<file path="config.mk">
export PLATFORM = sky130hd
export DESIGN_NAME = ifetch_ctrl
export DESIGN_NICKNAME = d
export VERILOG_FILES = /design/src/rtl/ifetch_ctrl.sv
export SDC_FILE = /design/constraint.sdc
export NUM_CORES = 1
export LEC_CHECK = 0
export CORE_AREA = 2 2 39 41
export CTS_CLUSTER_SIZE = 8
export DETAILED_ROUTE_END_ITERATION = 10
export DIE_AREA = 0 0 41 43
export PLACE_DENSITY = 0.49
export SLEW_MARGIN = 30
export SYNTH_ARGS = -nofsm -noshare
export SYNTH_HDL_FRONTEND = slang
export SYNTH_SLANG_ARGS = --single-unit
</file>
<file path="constraint.sdc">
create_clock -name clk -period 1.45 [get_ports clk]
set_input_delay 0.435 -clock clk [delete_from_list [all_inputs] [get_ports clk]]
set_output_delay 0.435 -clock clk [all_outputs]
set_load 0.02 [all_outputs]
</file>
<file path="src/rtl/ifetch_ctrl.sv">
// Instruction-fetch sequencer: PC -> MAR -> memory read -> MDR -> IR, one bus read per IR word.
// Define IFETCH_TIMEOUT_EN to build the memory-response timeout and its sticky FAULT state.
module ifetch_ctrl #(
  parameter int unsigned IR_WORDS       = 2,
  parameter int unsigned TIMEOUT_CYCLES = 16,
  localparam int unsigned WSEL_W        = (IR_WORDS > 1) ? $clog2(IR_WORDS) : 1
) (
  input  logic              clk,
  input  logic              rst,
  input  logic              done,
  input  logic              MFC,
  output logic              PCoutEN,
  output logic              marIn,
  output logic              memEN,
  output logic              RW,
  output logic              mdReadEN,
  output logic              mdrOut,
  output logic              IRin,
  output logic              pcInc,
  output logic [WSEL_W-1:0] wordSel,
  output logic              busy,
  output logic              fault
);

  localparam logic [WSEL_W-1:0] WSEL_LAST = WSEL_W'(IR_WORDS - 1);

  typedef enum logic [2:0] {
    ST_START      = 3'd0,
    ST_FETCH_ADDR = 3'd1,
    ST_MEM_REQ    = 3'd2,
    ST_LOAD_IR    = 3'd3,
    ST_EXEC_WAIT  = 3'd4
`ifdef IFETCH_TIMEOUT_EN
    , ST_FAULT    = 3'd5
`endif
  } state_e;

  state_e            state_q, state_d;
  logic [WSEL_W-1:0] wsel_q, wsel_d;

`ifdef IFETCH_TIMEOUT_EN
  localparam int unsigned     CNT_W    = $clog2(TIMEOUT_CYCLES);
  localparam logic [CNT_W-1:0] CNT_LAST = CNT_W'(TIMEOUT_CYCLES - 1);

  logic [CNT_W-1:0] cnt_q, cnt_d;
  logic             tmo;

  assign tmo = (cnt_q == CNT_LAST);
`else
  // Timeout length only matters when the timeout logic is built.
  localparam int unsigned unused_timeout_cycles = TIMEOUT_CYCLES;
`endif

  // State register, word index and timeout counter.
  always_ff @(posedge clk or negedge rst) begin
    if (!rst) begin
      state_q <= ST_START;
      wsel_q  <= '0;
`ifdef IFETCH_TIMEOUT_EN
      cnt_q   <= '0;
`endif
    end else begin
      state_q <= state_d;
      wsel_q  <= wsel_d;
`ifdef IFETCH_TIMEOUT_EN
      cnt_q   <= cnt_d;
`endif
    end
  end

  // Next-state logic; MFC only matters in MEM_REQ, done only in EXEC_WAIT.
  always_comb begin
    state_d = state_q;
    wsel_d  = wsel_q;
`ifdef IFETCH_TIMEOUT_EN
    cnt_d   = cnt_q;
`endif
    unique case (state_q)
      ST_START: state_d = ST_FETCH_ADDR;
      ST_FETCH_ADDR: begin
        state_d = ST_MEM_REQ;
`ifdef IFETCH_TIMEOUT_EN
        cnt_d   = '0;
`endif
      end
      ST_MEM_REQ: begin
        if (MFC) begin
          state_d = ST_LOAD_IR;
        end
`ifdef IFETCH_TIMEOUT_EN
        else if (tmo) begin
          state_d = ST_FAULT;
        end else begin
          cnt_d = cnt_q + CNT_W'(1);
        end
`endif
      end
      ST_LOAD_IR: begin
        if (wsel_q != WSEL_LAST) begin
          wsel_d  = wsel_q + WSEL_W'(1);
          state_d = ST_FETCH_ADDR;
        end else begin
          state_d = ST_EXEC_WAIT;
        end
      end
      ST_EXEC_WAIT: begin
        if (done) begin
          wsel_d  = '0;
          state_d = ST_FETCH_ADDR;
        end
      end
`ifdef IFETCH_TIMEOUT_EN
      ST_FAULT: state_d = ST_FAULT;
`endif
      default: state_d = ST_START;
    endcase
  end

  // Moore strobe decode.
  always_comb begin
    PCoutEN  = 1'b0;
    marIn    = 1'b0;
    memEN    = 1'b0;
    RW       = 1'b0;
    mdReadEN = 1'b0;
    mdrOut   = 1'b0;
    IRin     = 1'b0;
    pcInc    = 1'b0;
    busy     = 1'b0;
    fault    = 1'b0;
    unique case (state_q)
      ST_FETCH_ADDR: begin
        PCoutEN = 1'b1;
        marIn   = 1'b1;
        busy    = 1'b1;
      end
      ST_MEM_REQ: begin
        memEN    = 1'b1;
        RW       = 1'b1;
        mdReadEN = 1'b1;
        busy     = 1'b1;
      end
      ST_LOAD_IR: begin
        mdrOut = 1'b1;
        IRin   = 1'b1;
        pcInc  = 1'b1;
        busy   = 1'b1;
      end
`ifdef IFETCH_TIMEOUT_EN
      ST_FAULT: fault = 1'b1;
`endif
      default: ;
    endcase
  end

  assign wordSel = wsel_q;

  a_read_only: assert property (@(posedge clk) disable iff (!rst) memEN |-> RW);
  a_wsel_range: assert property (@(posedge clk) disable iff (!rst) wsel_q <= WSEL_LAST);

endmodule
</file>
==> summary.txt <==
Status
  – Status: finished with violations
  – Violated checks: negative setup slack

Die
  – I/O pin total: 15
  – Num rows: 14
  – Starting density of the core: 0.197
  – Die H: 43 µm
  – Core Area: 0.00138 mm²
  – Die area: 0.00176 mm²
  – DIE WIDTH: 41 µm

Synthesis
  – Xor-xnor portion of the synthesized cell area: 0.0321
  – Ys Warns: 0
  – Synth Area in Compound Gates: 0.101
  – Seq/Total Area, Yosys: 0.367
  – Main combinational cell family by area after synthesis: simple AND/OR/NAND/NOR gates
  – Mapped Cells: 28
  – Flops & latches, synth: 4
  – Mapped Nets: 32
  – Adder-Cell Fraction of Synth Area: 0
  – Mapped Area: 273 µm²
  – Post-Syn Area per Cell: 9.74 µm²
  – Synth cell types: 15
  – Simple-Gate Fraction of Synth Area: 0.266
  – Mux cell area share after synthesis: 0

Route
  – Via count: 245
  – Via-to-Cell Ratio: 4.08
  – Post-Route WL: 633 µm
  – Antenna viol nets, final: 0
  – DRC Markers: 0
  – DRT iter0 DRCs: 3
  – WL/cell: 10.6 µm
  – Detailed Routing Iterations Pass 1: 3

Flow run
  – Maxcap violations: 0

Cells and area
  – Final Util: 0.335
  – Reg area: 104 µm²
  – Finished Layout Cells: 60
  – Area of the multi-input gates: 133 µm²
  – Most frequent cells in the layout: buf_4, buf_6, clkbuf_4, clkdlybuf4s50_1, dfrtp_2
  – Most common cell after layout, fill and taps aside: buf_4
  – NumNets Final: 50
  – Share of cells above drive strength 1: 0.591
  – ANT cells: 0
  – Layout area overhead: 70.2%
  – FILL cells: 164

Place
  – Detail Placement HPWL: 491 µm
  – # port buffers: 13
  – Routability cong.: 0.630
  – Number of instances in the placed design: 56
  – DP Worst Slack: -324 ps

CTS
  – Clock Path Buffers: 2
  – Reg clk slew, reported paths: 40 ps
  – Root Buffer: clkbuf_4
  – CTS tree: done
  – Clock Latency Late Sink: 230 ps
  – Clk sinks: 4
  – H-tree Lvls: 1
  – Cts hold-fix bufs: 0
  – CTS buffer count: 3

GRT
  – Vias in the first global route: 253
  – Grt met1 use: 0.0909
  – Largest net degree at the start of global routing: 7
  – Busiest metal layer after global routing: met2
  – Met2 Use GR: 0.134
  – First-pass GRT wire length: 1030 µm
  – Initial antenna violation count: 0
  – Total gr overflow: 0
  – All-Layer GR Usage: 0.0926
  – GR Util met3: 0.0314

Critical path
  – Reg2reg end: wordSel$_DFFE_PN0P_
  – CP Launch Type: flip-flop
  – Worst EP required: 1020 ps
  – Crit Path Category: reg -> out
  – CP Capture Type: output port
  – Critical Path AT: 1110 ps
  – R2r startpoint: state_q[0]$_DFFE_PN0P_
  – Reg2Reg Setup Slack: 260 ps
  – R2r worst-path depth: 3
  – CP max FO: 6

Power and ir drop
  – Internal power: 0.702 mW
  – Logic pwr share: 0.685
  – Sw frac: 0.409
  – Maximum vdd drop: 0.494 mV
  – Pleak: 0.209 nW
  – Reg power frac: 0.203
  – P_sw: 0.486 mW
  – Clock Power Share: 0.112
  – Pwr/cell area: 2560 mW/mm²
  – Total Power: 1.19 mW

Timing
  – Max Clk Rate: 0.646 GHz
  – Slew Viols, Final: 0
  – RSZ-0062 raised after global routing: true
  – Final worst slack: -99.1 ps
  – Crit path time final: 1550 ps
  – Final setup violating endpoints: 9
  – Worst clock skew: 0.549 ps
  – Hold Slack: 406 ps
  – Final hold violation count: 0
  – Final Cycle Share: 1.07

Worst hold path
  – Hold crit path type: in -> async
logic make-up after synthesis:
family          Yosys count
buf+inv                   8
other cells               1
simple gates             11
compound gates            3
xor+xnor                  1
flops                     4
flip-flops by register name (all words and copies together), names as in the netlist:
signal,cells
state_q,3
wordSel,1
per-stage QoR:
stage	setup TNS [ps]	instance area, µm²
2_1_floorplan	-56.3	290
3_3_place_gp	-2540	429
3_5_place_dp	-2740	429
4_1_cts	-758	460
5_1_grt	-1210	464
6_report	-680	464
final cells by class:
type,instances,area share
tap,16,0.0431
sequential,4,0.224
timing repair buffer,20,0.391
clock buffer,3,0.0485
multi-input combinational,16,0.286
inverter,1,0.00809
synthesized netlist by cell type:
master / number / area [µm²]
buf_6: 1 / 11.3
inv_1: 1 / 3.75
nor2_1: 3 / 11.3
conb_1: 1 / 3.75
nor4bb_1: 1 / 10.0
nor3b_1: 3 / 22.5
a211o_1: 2 / 17.5
nand2b_1: 1 / 6.26
and2_1: 1 / 6.26
and3b_1: 1 / 8.76
xnor2_1: 1 / 8.76
nand3b_1: 1 / 7.51
buf_4: 6 / 45.0
a32o_1: 1 / 10.0
dfrtp_1: 4 / 100
power groups by stage:
stage | Combinational (mW) | Clock [mW] | Sequential (mW)
floorplan | 0.489 | 0 | 0.227
global placement | 0.781 | 0 | 0.227
detailed placement | 0.788 | 0 | 0.233
CTS | 0.812 | 0.143 | 0.242
global route | 0.872 | 0.158 | 0.251
finish | 0.814 | 0.133 | 0.241
worst max-delay path, cell delays in order, from the launching register on:
cell     delay, ps
dfrtp_2        440
and3b_2        310
buf_6          130
routing by layer:
layer / part of all wire / vias up / wire (µm)
li1: - / 120 / -
met1: 0.37 / 115 / 233
met2: 0.53 / 10 / 336
met3: 0.10 / 0 / 63
met4: 0 / 0 / 0
met5: 0 / - / 0
worst max path at each step:
| stage | cells after the start | to | startpoint |
|---|---|---|---|
| floorplan | 2 | marIn | state_q[0]$_DFFE_PN0P_ |
| detailed placement | 2 | mdrOut | state_q[2]$_DFFE_PN0P_ |
| global route | 2 | mdReadEN | state_q[2]$_DFFE_PN0P_ |
| CTS | 2 | mdrOut | state_q[2]$_DFFE_PN0P_ |
| global placement | 2 | pcInc | state_q[2]$_DFFE_PN0P_ |
| finish | 2 | pcInc | state_q[2]$_DFFE_PN0P_ |
repair_timing:
action | CTS | global route
pin swaps | 3 | 1
setup buffers | 1 | 0
gates resized for setup | 55 | 1
setup endpoints to repair | 10 | 9
No activity file was read; power rests on OpenSTA's default activity.
